<file path="src/rtl/dcache_tag_ctrl.sv">
// Data-cache tag store port owner: clears the store after reset, serves lookups, sets dirty on store hits, installs refills.
// Optional whole-store invalidate on flush_i when RISCMAKERS_DCACHE_FLUSH_EN is defined.
module dcache_tag_ctrl #(
    parameter  int unsigned TAG_WIDTH = 44,
    parameter  int unsigned NUM_WORDS = 256,
    localparam int unsigned TSW       = TAG_WIDTH + 2,
    localparam int unsigned IW        = $clog2(NUM_WORDS)
) (
    input  logic                 clk_i,
    input  logic                 rst_i,
    input  logic                 req_valid_i,
    output logic                 req_ready_o,
    input  logic [IW-1:0]        req_index_i,
    input  logic [TAG_WIDTH-1:0] req_tag_i,
    input  logic                 req_we_i,
    output logic                 rsp_valid_o,
    output logic                 rsp_hit_o,
    output logic                 rsp_dirty_o,
    output logic                 rsp_victim_valid_o,
    output logic [TAG_WIDTH-1:0] rsp_victim_tag_o,
    input  logic                 refill_valid_i,
    output logic                 refill_ready_o,
    input  logic [IW-1:0]        refill_index_i,
    input  logic [TAG_WIDTH-1:0] refill_tag_i,
    input  logic                 refill_dirty_i,
    input  logic                 flush_i,
    output logic                 flush_done_o,
    output logic                 busy_o,
    output logic                 ts_en_o,
    output logic                 ts_we_o,
    output logic [IW-1:0]        ts_addr_o,
    output logic [TSW-1:0]       ts_wdata_o,
    output logic [TSW-1:0]       ts_bit_en_o,
    input  logic [TSW-1:0]       ts_rdata_i
);
    typedef enum logic [1:0] {S_INIT, S_IDLE, S_DIRTY_WR, S_FLUSH} state_t;

    localparam logic [IW:0]    LAST       = (IW+1)'(NUM_WORDS - 1);
    localparam logic [TSW-1:0] DIRTY_MASK = TSW'(1) << TAG_WIDTH;

    state_t               r_state, w_next;
    logic [IW:0]          r_cnt, w_cnt_nxt;
    logic [IW-1:0]        r_idx;
    logic                 r_rsp_valid, r_rsp_hit, r_rsp_dirty, r_rsp_vv;
    logic [TAG_WIDTH-1:0] r_rsp_vtag;

    logic                 w_req_ready, w_refill_ready, w_flush_done, w_busy;
    logic                 w_en, w_we;
    logic [IW-1:0]        w_addr;
    logic [TSW-1:0]       w_wdata, w_bit_en;
    logic                 w_hit, w_req_fire, w_flush_req;

`ifdef RISCMAKERS_DCACHE_FLUSH_EN
    assign w_flush_req = flush_i;
`else
    logic w_unused_flush;
    assign w_unused_flush = flush_i;
    assign w_flush_req    = 1'b0;
`endif

    // Store returns read data in the issue cycle, so hit is resolved combinationally.
    assign w_hit      = ts_rdata_i[TSW-1] & (ts_rdata_i[TAG_WIDTH-1:0] == req_tag_i);
    assign w_req_fire = w_req_ready & req_valid_i;

    always_ff @(posedge clk_i) begin
        if (rst_i) begin
            r_state     <= S_INIT;
            r_cnt       <= '0;
            r_idx       <= '0;
            r_rsp_valid <= 1'b0;
            r_rsp_hit   <= 1'b0;
            r_rsp_dirty <= 1'b0;
            r_rsp_vv    <= 1'b0;
            r_rsp_vtag  <= '0;
        end else begin
            r_state     <= w_next;
            r_cnt       <= w_cnt_nxt;
            r_rsp_valid <= w_req_fire;
            if (w_req_fire) begin
                r_rsp_hit   <= w_hit;
                r_rsp_dirty <= ts_rdata_i[TAG_WIDTH];
                r_rsp_vv    <= ts_rdata_i[TSW-1];
                r_rsp_vtag  <= ts_rdata_i[TAG_WIDTH-1:0];
                r_idx       <= req_index_i;
            end
        end
    end

    always_comb begin
        w_next         = r_state;
        w_cnt_nxt      = r_cnt;
        w_req_ready    = 1'b0;
        w_refill_ready = 1'b0;
        w_flush_done   = 1'b0;
        w_busy         = 1'b0;
        w_en           = 1'b0;
        w_we           = 1'b0;
        w_addr         = '0;
        w_wdata        = '0;
        w_bit_en       = '0;
        case (r_state)
            S_INIT: begin
                w_busy    = 1'b1;
                w_en      = 1'b1;
                w_we      = 1'b1;
                w_addr    = r_cnt[IW-1:0];
                w_bit_en  = '1;
                w_cnt_nxt = r_cnt + (IW+1)'(1);
                if (r_cnt == LAST) begin
                    w_next    = S_IDLE;
                    w_cnt_nxt = '0;
                end
            end
            S_IDLE: begin
                if (refill_valid_i) begin
                    w_refill_ready = 1'b1;
                    w_en           = 1'b1;
                    w_we           = 1'b1;
                    w_addr         = refill_index_i;
                    w_wdata        = {1'b1, refill_dirty_i, refill_tag_i};
                    w_bit_en       = '1;
                end else if (w_flush_req) begin
                    w_next    = S_FLUSH;
                    w_cnt_nxt = '0;
                end else begin
                    w_req_ready = 1'b1;
                    if (req_valid_i) begin
                        w_en   = 1'b1;
                        w_addr = req_index_i;
                        if (req_we_i && w_hit)
                            w_next = S_DIRTY_WR;
                    end
                end
            end
            S_DIRTY_WR: begin
                w_en     = 1'b1;
                w_we     = 1'b1;
                w_addr   = r_idx;
                w_wdata  = DIRTY_MASK;
                w_bit_en = DIRTY_MASK;
                w_next   = S_IDLE;
            end
`ifdef RISCMAKERS_DCACHE_FLUSH_EN
            S_FLUSH: begin
                w_busy    = 1'b1;
                w_en      = 1'b1;
                w_we      = 1'b1;
                w_addr    = r_cnt[IW-1:0];
                w_bit_en  = '1;
                w_cnt_nxt = r_cnt + (IW+1)'(1);
                if (r_cnt == LAST) begin
                    w_flush_done = 1'b1;
                    w_next       = S_IDLE;
                    w_cnt_nxt    = '0;
                end
            end
`endif
            default: w_next = S_INIT;
        endcase
    end

    // Everything is forced quiet while reset is held.
    assign req_ready_o        = ~rst_i & w_req_ready;
    assign refill_ready_o     = ~rst_i & w_refill_ready;
    assign flush_done_o       = ~rst_i & w_flush_done;
    assign busy_o             = ~rst_i & w_busy;
    assign rsp_valid_o        = ~rst_i & r_rsp_valid;
    assign rsp_hit_o          = ~rst_i & r_rsp_hit;
    assign rsp_dirty_o        = ~rst_i & r_rsp_dirty;
    assign rsp_victim_valid_o = ~rst_i & r_rsp_vv;
    assign rsp_victim_tag_o   = rst_i ? '0 : r_rsp_vtag;
    assign ts_en_o            = ~rst_i & w_en;
    assign ts_we_o            = ~rst_i & w_we;
    assign ts_addr_o          = rst_i ? '0 : w_addr;
    assign ts_wdata_o         = rst_i ? '0 : w_wdata;
    assign ts_bit_en_o        = rst_i ? '0 : w_bit_en;
endmodule

</file>
<file path="config.mk">
export PLATFORM = sky130hd
export DESIGN_NAME = dcache_tag_ctrl
export DESIGN_NICKNAME = d
export VERILOG_FILES = /design/src/rtl/dcache_tag_ctrl.sv
export SDC_FILE = /design/constraint.sdc
export NUM_CORES = 1
export LEC_CHECK = 0
export BUFFER_PORTS_ARGS = -buffer_cell sky130_fd_sc_hd__buf_4
export CAP_MARGIN = 20
export CORE_AREA = 2 2 120 122
export CTS_CLUSTER_DIAMETER = 60
export DETAILED_ROUTE_END_ITERATION = 12
export DIE_AREA = 0 0 122 124
export PLACE_DENSITY_LB_ADDON = 0.2
export SYNTH_ARGS = -nofsm -noshare
export SYNTH_HDL_FRONTEND = slang
export SYNTH_SLANG_ARGS = --single-unit
</file>
<file path="constraint.sdc">
create_clock -name clk_i -period 3.73 [get_ports clk_i]
set_clock_uncertainty 0.2 [all_clocks]
set_input_delay 0.1865 -clock clk_i [delete_from_list [all_inputs] [get_ports clk_i]]
set_output_delay 0.1865 -clock clk_i [all_outputs]
set_load 0.02 [all_outputs]
</file>
==> run summary <==
By area the synthesized netlist is led by sky130_fd_sc_hd__dfxtp_1, sky130_fd_sc_hd__o22a_1, sky130_fd_sc_hd__buf_4, sky130_fd_sc_hd__xnor2_1, sky130_fd_sc_hd__nor2b_1. In the final timing run, aggregate negative setup slack is 0 ps. On the critical path, the stage with the largest delay is an instance of sky130_fd_sc_hd__nor2_1.

CTS placed an instance of sky130_fd_sc_hd__clkbuf_16 at the clock tree root. The number of nets in the synthesized netlist is 614. The final cell count without fillers is 943, and the arrival time reported for the critical path endpoint is 2230 ps. Once the floorplan was initialized, standard cells occupied 28.8% of the core. TritonCTS built the clock tree. The maximum number of pins on one net before global-route repair is 72.

Cell internal power was estimated by the tool at 0.00162 W. Yosys printed 0 warnings. In this run the tool buffered the top-level ports with 308 buffer cells. For this run, the slowest stage of the critical path takes 590 ps. The routed design could run at a clock period as short as 2620 ps.

Of the total power, registers draw 33.9%. The via count of the first global-routing pass is 4,173. The fraction of final layout cells with drive strength greater than 1 works out to 44.3%. The cell area that synthesis handed to floorplanning was 3950 um^2. Dividing the detail-routed wire length by the instance count gives 15.7 um. The cell type with the largest total area after synthesis was sky130_fd_sc_hd__dfxtp_1.

The die area is 15,100 um^2. The critical path is of the reg -> out type. The die is 124 um tall. Of all flip-flops after synthesis, the portion carrying an async set or reset was 0%. Compared with the post-synthesis result, the final layout area differs by 76.2%. STA puts the critical path data required time at 3340 ps. In this run, synthesis produced a sequential element count of 67. The floorplan die width came out at 122 um. Across every metal layer, demand over resource in global routing totals 18.5%. The logs give 9 for the number of buffers inserted during clock tree synthesis and 1380 ps for the minimum setup slack among reg-to-reg paths. The post-cts hold buffer count came out at 55. The number of gates resized after CTS was 0. Averaged over all synthesized cells, the footprint is 8.74 um^2.

The final routed wirelength across all metal layers was 14,800 um. Of all nets on the critical path, the largest fanout is 9. The part of the cycle the worst path needs was 70.3%. In this run the biggest area consumer among cell types represents 34.0% of the synthesized area. The number of diodes added for antenna fixing is 0. Derived from the worst setup path, the maximum achievable clock frequency is 382 MHz.

Clock latency on the worst-skew pair, taken at its later pin, is 340 ps. The number of different library cells used by synthesis comes to 41. For the total clock sinks, the log shows 67. For the max-slew violation count, the log shows 0.

The worst setup path is launched from a flop. The core region is 13,700 um^2. The logs give 21,500 um for the wire length of the first global-routing pass and 4,208 for the total number of vias. The longest clock path from root to sink contains 2 buffers. The aggregate global routing overflow came out at 0. Final setup violation count: 0. In the synthesized netlist the dominant register cell turns out to be sky130_fd_sc_hd__dfxtp_1.

Overall power consumption after layout is estimated at 0.00223 W. IR analysis of the VDD net gives a maximum drop of 0.235 mV. In this run the power density over the cells is 321 nW/um^2.

The total number of placement rows is 43, and the worst slew margin relative to its limit is 47.3%. In this run, synthesis inferred 0 flip-flops with an integrated enable. The net count of the finished layout is 920. Among the stages of the critical path, the cell type that occurs most often is sky130_fd_sc_hd__nand2_1.

Summing the sequential cell areas from Yosys gives 34.0% of the chip area. Summed over all nets, the switching power comes to 0.000610 W. Initial antenna violation count: 0. For this block, the initial DRC count from the detailed router was 205. In this run the count of I/O pins placed on the die edge is 311. Counting both buffers and inverters, the worst setup path holds a total of 2. The number of remaining DRC errors came out at 0. Setup repair after global routing left no endpoint under its margin. The tool flagged a number of max-cap violations equal to 0. The count of nets left with antenna violations once routing finished came out at 0. On the critical path the largest part of the delay comes from simple AND/OR/NAND/NOR gates.

The H-tree was split into 3 levels. The switching power as a share of total power came out at 27.3%. The flow ran to the end, and the final reports show no timing, DRC or antenna violations. The via density per instance was 4.46. Routability-driven placement finished with a final weighted congestion of 0.802. Clock-pin slew was measured on the worst setup and hold paths at 50 ps.

Synthesis produced 452 cells. The tools report the nature of the critical path endpoint as an output pin. The detailed-routing iteration count for the pre-antenna-repair pass is 7, and the total count of hold-check failures in the final report is 0. The worst-margin pin slew was 791 ps.

In this run, placement finished with an instance count of 871. The run gives 0 as the post-CTS setup repair buffer count. The worst hold path belongs to the class in -> reg.

The power share of the clock group is 40.0%. Walking the worst path, the cells encountered are inv_1 > ha_1 > nand2_1 > nor2_1 > nand2_1 > a21oi_1 > buf_4. Reported leakage power: 3.22 nW. The wire-length estimate of the detail-placed layout is 11,000 um. The tools report the combinational group share of total power as 26.1%.
==> power by group through the flow <==
stage | logic, W | clock network (W) | registers, W
after global routing | 0.000623 | 0.000942 | 0.000759
after global placement | 0.000534 | 0 | 0.000770
final | 0.000584 | 0.000893 | 0.000756
after CTS | 0.000588 | 0.000915 | 0.000756
after detailed placement | 0.000540 | 0 | 0.000771
after floorplan | 0.000326 | 0 | 0.000767
==> final cells by class <==
cell class	count	area (um^2)
fill	1267	6760
clock inverter	3	45.0
tap	180	225
inverter	3	11.3
sequential	67	1340
clock buffer	13	270
timing repair buffer	367	2900
multi-input combinational	310	2170
==> per-stage QoR <==
step	setup slack, ps	util [%]	hold WS (ps)	area (um^2)
floorplan	254	-	128	3950
global placement	1310	44.3	218	6080
detailed placement	1170	44.3	220	6080
CTS	797	50.6	99.2	6940
global route	923	50.7	151	6960
finish	1110	50.7	120	6960
==> state kept, by name, indices dropped and copies added (netlist names) <==
name,flops
r_rsp_valid,1
r_state,2
r_idx,8
r_rsp_vv,1
r_cnt,9
r_rsp_hit,1
r_rsp_dirty,1
r_rsp_vtag,44
==> per-layer routing <==
layer | track usage [%] | up-vias | part of all wire (%)
li1 | - | 2110 | -
met1 | 21.2 | 1886 | 39
met2 | 31.3 | 182 | 50
met3 | 6.00 | 30 | 8.0
met4 | 8.48 | 0 | 2.7
met5 | 0 | - | 0
==> kinds of logic after synthesis <==
kind of cell               after synthesis  synth area share (%)
and+or+nand+nor                        171                  25.2
AOI/OAI and AO/OA                       82                  16.3
buffers and inverters                   75                  11.5
DFF                                     67                  34.0
xor gates and xnor gates                50                  11.1
adders and majority gates                5                  1.58
other                                    1                0.0950
muxes                                    1                 0.285
==> layout by cell type (no fill, tap or decap), types with 3 or more instances in the layout <==
cell	instances
sky130_fd_sc_hd__buf_4	311
sky130_fd_sc_hd__dfxtp_1	67
sky130_fd_sc_hd__dlygate4sd3_1	55
sky130_fd_sc_hd__nor2b_1	50
sky130_fd_sc_hd__and2_1	45
sky130_fd_sc_hd__o22a_1	45
sky130_fd_sc_hd__xnor2_1	38
sky130_fd_sc_hd__nand2_1	24
sky130_fd_sc_hd__a21oi_1	20
sky130_fd_sc_hd__nor2_1	18
sky130_fd_sc_hd__nand4_1	12
sky130_fd_sc_hd__xor2_1	12
sky130_fd_sc_hd__clkbuf_16	9
sky130_fd_sc_hd__a222oi_1	8
sky130_fd_sc_hd__ha_1	5
sky130_fd_sc_hd__inv_1	3
sky130_fd_sc_hd__clkbuf_8	3
==> worst register-to-register path, delay by kind of cell (launching register included) <==
family / cells / cell delay [ps]
DFF: 1 / 350
AOI/OAI and AO/OA: 3 / 590
buffers and inverters: 1 / 90
and+or+nand+nor: 2 / 480
adders and majority gates: 1 / 540
==> path summary, 6_finish.rpt <==
path                            from                       to  cells past startpoint
min reg2reg    r_idx[1]$_SDFFE_PP0P_    r_idx[1]$_SDFFE_PP0P_                      2
min                    req_tag_i[28]   r_rsp_hit$_SDFFE_PP0P_                      6
max          r_state[1]$_SDFFE_PP0P_             ts_addr_o[0]                      7
max reg2reg  r_state[1]$_SDFFE_PP0P_  r_state[0]$_SDFFE_PP0P_                      7
==> synth_stat cells, types with 2 or more instances <==
cell type,number
sky130_fd_sc_hd__a31oi_1,2
sky130_fd_sc_hd__nor4_1,2
sky130_fd_sc_hd__nand4_1,12
sky130_fd_sc_hd__dfxtp_1,67
sky130_fd_sc_hd__nor2_1,21
sky130_fd_sc_hd__a21oi_1,20
sky130_fd_sc_hd__ha_1,5
sky130_fd_sc_hd__nand3_1,2
sky130_fd_sc_hd__and2_1,45
sky130_fd_sc_hd__and3_1,2
sky130_fd_sc_hd__clkbuf_1,23
sky130_fd_sc_hd__buf_2,3
sky130_fd_sc_hd__buf_4,45
sky130_fd_sc_hd__nor2b_1,50
sky130_fd_sc_hd__inv_1,3
sky130_fd_sc_hd__o22a_1,45
sky130_fd_sc_hd__xor2_1,12
sky130_fd_sc_hd__nand2_1,24
sky130_fd_sc_hd__nor4_2,2
sky130_fd_sc_hd__a222oi_1,8
sky130_fd_sc_hd__nor3b_1,2
sky130_fd_sc_hd__xnor2_1,38
Power figures use the tool's default switching activity.
